==> src/rtl/index_packer.sv <==
// Packs K successive BIT-wide indices into one K*BIT string for the one-hot decoder,
// holding the completed string with a valid flag until the consumer takes it.
module index_packer #(
    parameter int SIZE = 8,
    parameter int BIT  = $clog2(SIZE),
    parameter int K    = 4,
    parameter int FW   = $clog2(K + 1)
) (
    input  logic           clk,
    input  logic           rst,
    input  logic           in_valid,
    output logic           in_ready,
    input  logic [BIT-1:0] in_index,
    input  logic           flush,
    output logic           out_valid,
    input  logic           out_ready,
    output logic [K*BIT-1:0] string_out,
    output logic [FW-1:0]  fill,
    output logic           err
);

    typedef enum logic {
        COLLECT,
        FULL
    } state_t;

    // One bit wider than an index so SIZE itself is representable when SIZE is a power of two.
    localparam logic [BIT:0]  IDX_LIMIT = (BIT + 1)'(SIZE);
    localparam logic [FW-1:0] LAST_FILL = FW'(K - 1);
    localparam logic [FW-1:0] FULL_FILL = FW'(K);

    state_t             state_q, state_d;
    logic [FW-1:0]      fill_q, fill_d;
    logic [K*BIT-1:0]   string_q, string_d;
    logic               err_q, err_d;

    always_ff @(posedge clk) begin
        if (rst) begin
            state_q  <= COLLECT;
            fill_q   <= '0;
            string_q <= '0;
            err_q    <= 1'b0;
        end else begin
            state_q  <= state_d;
            fill_q   <= fill_d;
            string_q <= string_d;
            err_q    <= err_d;
        end
    end

    // Flush outranks both the input accept and the output handshake.
    always_comb begin
        state_d  = state_q;
        fill_d   = fill_q;
        string_d = string_q;
        err_d    = err_q;
        unique case (state_q)
            COLLECT: begin
                if (flush) begin
                    fill_d = '0;
                end else if (in_valid) begin
                    for (int i = 0; i < K; i++) begin
                        if (fill_q == FW'(i)) begin
                            string_d[i*BIT +: BIT] = in_index;
                        end
                    end
                    if ({1'b0, in_index} >= IDX_LIMIT) begin
                        err_d = 1'b1;
                    end
                    if (fill_q == LAST_FILL) begin
                        fill_d  = FULL_FILL;
                        state_d = FULL;
                    end else begin
                        fill_d = fill_q + FW'(1);
                    end
                end
            end
            FULL: begin
                if (flush || out_ready) begin
                    fill_d  = '0;
                    state_d = COLLECT;
                end
            end
            default: begin
                fill_d  = '0;
                state_d = COLLECT;
            end
        endcase
    end

    assign in_ready   = (state_q == COLLECT);
    assign out_valid  = (state_q == FULL);
    assign string_out = string_q;
    assign fill       = fill_q;
    assign err        = err_q;

endmodule
==> config.mk <==
export PLATFORM = sky130hd
export DESIGN_NAME = index_packer
export DESIGN_NICKNAME = d
export VERILOG_FILES = /design/src/rtl/index_packer.sv
export SDC_FILE = /design/constraint.sdc
export NUM_CORES = 1
export LEC_CHECK = 0
export ABC_CLOCK_PERIOD_IN_PS = 1450
export BUFFER_PORTS_ARGS = -buffer_cell sky130_fd_sc_hd__buf_4
export CAP_MARGIN = 25
export CORE_MARGIN = 2
export CORE_UTILIZATION = 45
export CTS_BUF_LIST = sky130_fd_sc_hd__clkbuf_4
export DETAILED_ROUTE_END_ITERATION = 10
export PLACE_DENSITY = 0.82
export SETUP_SLACK_MARGIN = 0.05
export SLEW_MARGIN = 20
export SYNTH_ARGS = -nofsm -noshare
export SYNTH_HDL_FRONTEND = slang
export SYNTH_SLANG_ARGS = --single-unit
export TNS_END_PERCENT = 50
==> constraint.sdc <==
create_clock -name clk -period 1.45 [get_ports clk]
set_clock_uncertainty 0.2 [all_clocks]
set_input_delay 0.0725 -clock clk [delete_from_list [all_inputs] [get_ports clk]]
set_output_delay 0.0725 -clock clk [all_outputs]
set_load 0.02 [all_outputs]
==> results.env <==
OUTCOME='complete, but fails checks'
FAILED_CHECKS='negative hold slack, negative setup slack'
FIN_CRIT_NS=1.46
WORST-R2R-CELL-COUNT=5
CLK_PIN_SLEW_WORST_PATHS_NS=0.11
MAX_FREQ_GHz=0.685
WORSTREG2REGSTART='fill[0]'
FLOORPLAN.INITIALDENSITY=0.492
WORST_HOLD_STARTPOINT='rst'
WORST_HOLD_PATH.ENDPOINT='string_out[10]'
DPL_WORST_SLACK_NS=-0.0294
PLACEMENTROWS=14
TIMING.CRITICAL_PATH.MODE_CELL='ha_4'
LAYOUT_SETUP_WS_NS=-0.00966
WORSTSETUPSTARTPOINTTYPE='flop'
DIE_WIDTH_UM=45.3
ROUTE.VIAS.TOTAL=634
DRCVIOLATIONCOUNT=0
GRT_PASS1_VIAS=675
CP_SLOWEST_CELL='dfxtp_4'
DRT_PRE_ANTENNA_ITERS=3
R2R_SLACK_NS=-0.01
POST_SYN_NETS=88
ROUTED_VIA_DENSITY=4.91
HPWL_MM=1.17
DESIGN.DIE.AREA_UM2=2050
WORSTPATHCELLLIST='ha_4, ha_4, and4bb_4, mux2i_1, nor2_1'
SYNTHCELLS=75
NUMCLOCKSINKS=16
ANTENNA_FOUND_INITIAL=0
RR_ENDPOINT='string_out[9]'
WORSTPATHARRIVAL_NS=1.44
LAYOUT-DRIVE-GT1-SHARE=0.434
WL_MM=1.82
DRT_FIRST_ITER_VIOLATIONS=5
TIMING_WORST_SETUP_PATH_TYPE='flop to flop'
SYN_AREA_UM2=767
ANT_NETS=0
CAP_VIOL_MAX_COUNT=0
POWER_PER_CELL_AREA_nW_PER_UM2=695
CRIT_PATH_END_KIND='flop'
FRACTION_OF_THE_YOSYS_AREA_TAKEN_BY_SEQUENTIAL_CELLS=0.418
CRITICAL-PATH-MAX-STAGE-DELAY_NS=0.37
WORST_HOLD_SLACK_NS=-0.142
CP_MAX_FO=4
WORST_EP_REQUIRED_TIME_NS=1.43
TRITONCTS.NUM_BUFFERS=3
P_LEAK_uW=0.000516
BUFFER_PORTS.INSERTED=24
COUNT_OF_CELL_TYPES_IN_THE_NETLIST=18
GRT_MAX_DEGREE=20
FINAL_MIN_PERIOD_OVER_CLOCK_PERIOD=1.01
DETAILED_PLACE.AREA_UM2=997
SYNTH.LARGEST_AREA_CELL='dfxtp_1'
DRT-WIRELENGTH-PER-CELL_UM=14.1
FILLERS=108
HTREE_NUM_LEVELS=1
POST-ROUTE-CELL-AREA_UM2=1160
AREA_GROWTH_SYN_TO_LAYOUT_PCT=51.7
DIE_Y_UM=45.3
WIRE_LENGTH_OF_THE_FIRST_GLOBAL_ROUTING_PASS_MM=3.01
FINAL_HOLD_VIOL_COUNT=9
GR-TOTAL-OVERFLOW=0
GRT_UTIL_ALL_LAYERS=0.208
GRT_SETUP_UNREPAIRED='yes'
WHS_PATH_CELLS=2
DESIGN.PORTCOUNT=26
CTS_TREE='built'
GPL.FINAL_WEIGHTED_CONGESTION=0.751
SYNTH_TOP_AREA_FRAC=0.418
YOSYSWARNINGCOUNT=0
CORE_UM2=1560
SYNTH_SEQ_CELLS=16
CRITICAL-PATH-TOP-DELAY-FAMILY='flip-flops'
CLK-INSERTION-DELAY-LATE_NS=0.28
CTS_ROOT_BUFFER='clkbuf_4'
SETUP_VIOL=3
NETS=127
HOLDCRITPATHCLASS='input pin to flop'
ANTENNA-DIODE-COUNT=0
CRITICAL_PATH.N_BUFFERS_INVERTERS=0
POWER.TOTAL_uW=809
MAX-VDD-IR-DROP_mV=0.553
SYNTH.AVG_CELL_AREA_UM2=10.2
FINAL_MAX_SLEW_VIOL_COUNT=0
POST_SYNTH_MAIN_AREA_CONTRIBUTORS='dfxtp_1, mux2i_1, nand2b_1, ha_1, nor4b_4'
CTS-ROOT-TO-SINK-BUFFERS=2
## sequential cells by signal (all words and copies together), names as in the netlist
register / cells
fill: 3
out_valid: 1
string_out: 12
## cell families after synthesis
group	after synthesis	synth area share
AOI/OAI and AO/OA	3	0.0228
adders and majority gates	5	0.0816
buffers and inverters	9	0.0636
DFF	16	0.418
muxes	14	0.183
other	1	0.00489
and+or+nand+nor	27	0.227
## Yosys cell counts (all sizes together)
master  instances
inv             4
nor4b           1
dfxtp          16
nor2            5
nand2b         12
ha              5
buf             3
nor3            3
and4bb          1
nand2           2
a21oi           2
mux2i          14
and2            1
a22oi           1
nor3b           2
clkbuf          2
conb            1
## cell usage in the layout (no fill, tap or decap), drive strengths merged
cell,count
a21oi,2
a22oi,1
and2,1
and4bb,1
buf,30
clkbuf,3
clkinv,1
conb,1
dfxtp,16
dlygate4sd3,9
ha,5
inv,4
mux2i,14
nand2,2
nand2b,12
nor2,5
nor3,3
nor3b,2
nor4b,1
## timing repair
| action | in CTS | in global routing |
|---|---|---|
| setup endpoints to repair | 9 | 16 |
| gates resized for setup | 3 | 9 |
| hold endpoints to repair | 16 | 7 |
| pin swaps | 2 | 3 |
| hold buffers | 9 | 1 |
| setup buffers | 1 | 1 |
## per-layer routing
metal  share of wire  routed length [um]  track usage
met2            0.51                 919        0.351
met5               0                   0            0
met3           0.030                  54       0.0360
met1            0.46                 832        0.259
met4          0.0050                   9       0.0882
## power breakdown
part / internal [uW] / switching [uW] / leakage [uW]
clock network: 99.8 / 149 / 0.0000154
registers: 442 / 4.58 / 0.000133
logic: 59.3 / 54.3 / 0.000368
total: 601 / 208 / 0.000516
## cell type report
cell class	count	area, um^2	area share
inverter	4	15.0	0.0129
sequential	16	334	0.287
multi-input combinational	50	453	0.389
clock inverter	1	3.75	0.00323
clock buffer	3	22.5	0.0194
timing repair buffer	39	315	0.271
tap	16	20.0	0.0172
## how the worst max path moves through the flow
| stage | from | endpoint | slack [ns] | cells past startpoint |
|---|---|---|---|---|
| global placement | fill[1] | string_out[11] | 0.02 | 5 |
| detailed placement | fill[1] | string_out[10] | -0.03 | 5 |
| global route | fill[0] | string_out[11] | -0.1 | 5 |
| finish | fill[0] | string_out[9] | -0.01 | 5 |
| floorplan | fill[1] | string_out[10] | -0.03 | 5 |
| CTS | fill[0] | string_out[10] | -0.04 | 5 |
## stage by stage
| step | instances | setup TNS, ns | hold slack (ns) | utilization |
|---|---|---|---|---|
| after detailed placement | 114 | -0.0592 | 0.110 | 0.640 |
| final | 129 | -0.0186 | -0.142 | 0.746 |
| after CTS | 128 | -0.125 | -0.198 | 0.723 |
| after global routing | 129 | -0.312 | -0.136 | 0.746 |
| after global placement | 114 | 0 | 0.105 | 0.640 |
| after floorplan | 75 | -0.152 | -0.0581 | - |
(Power assumes the default switching activity.)
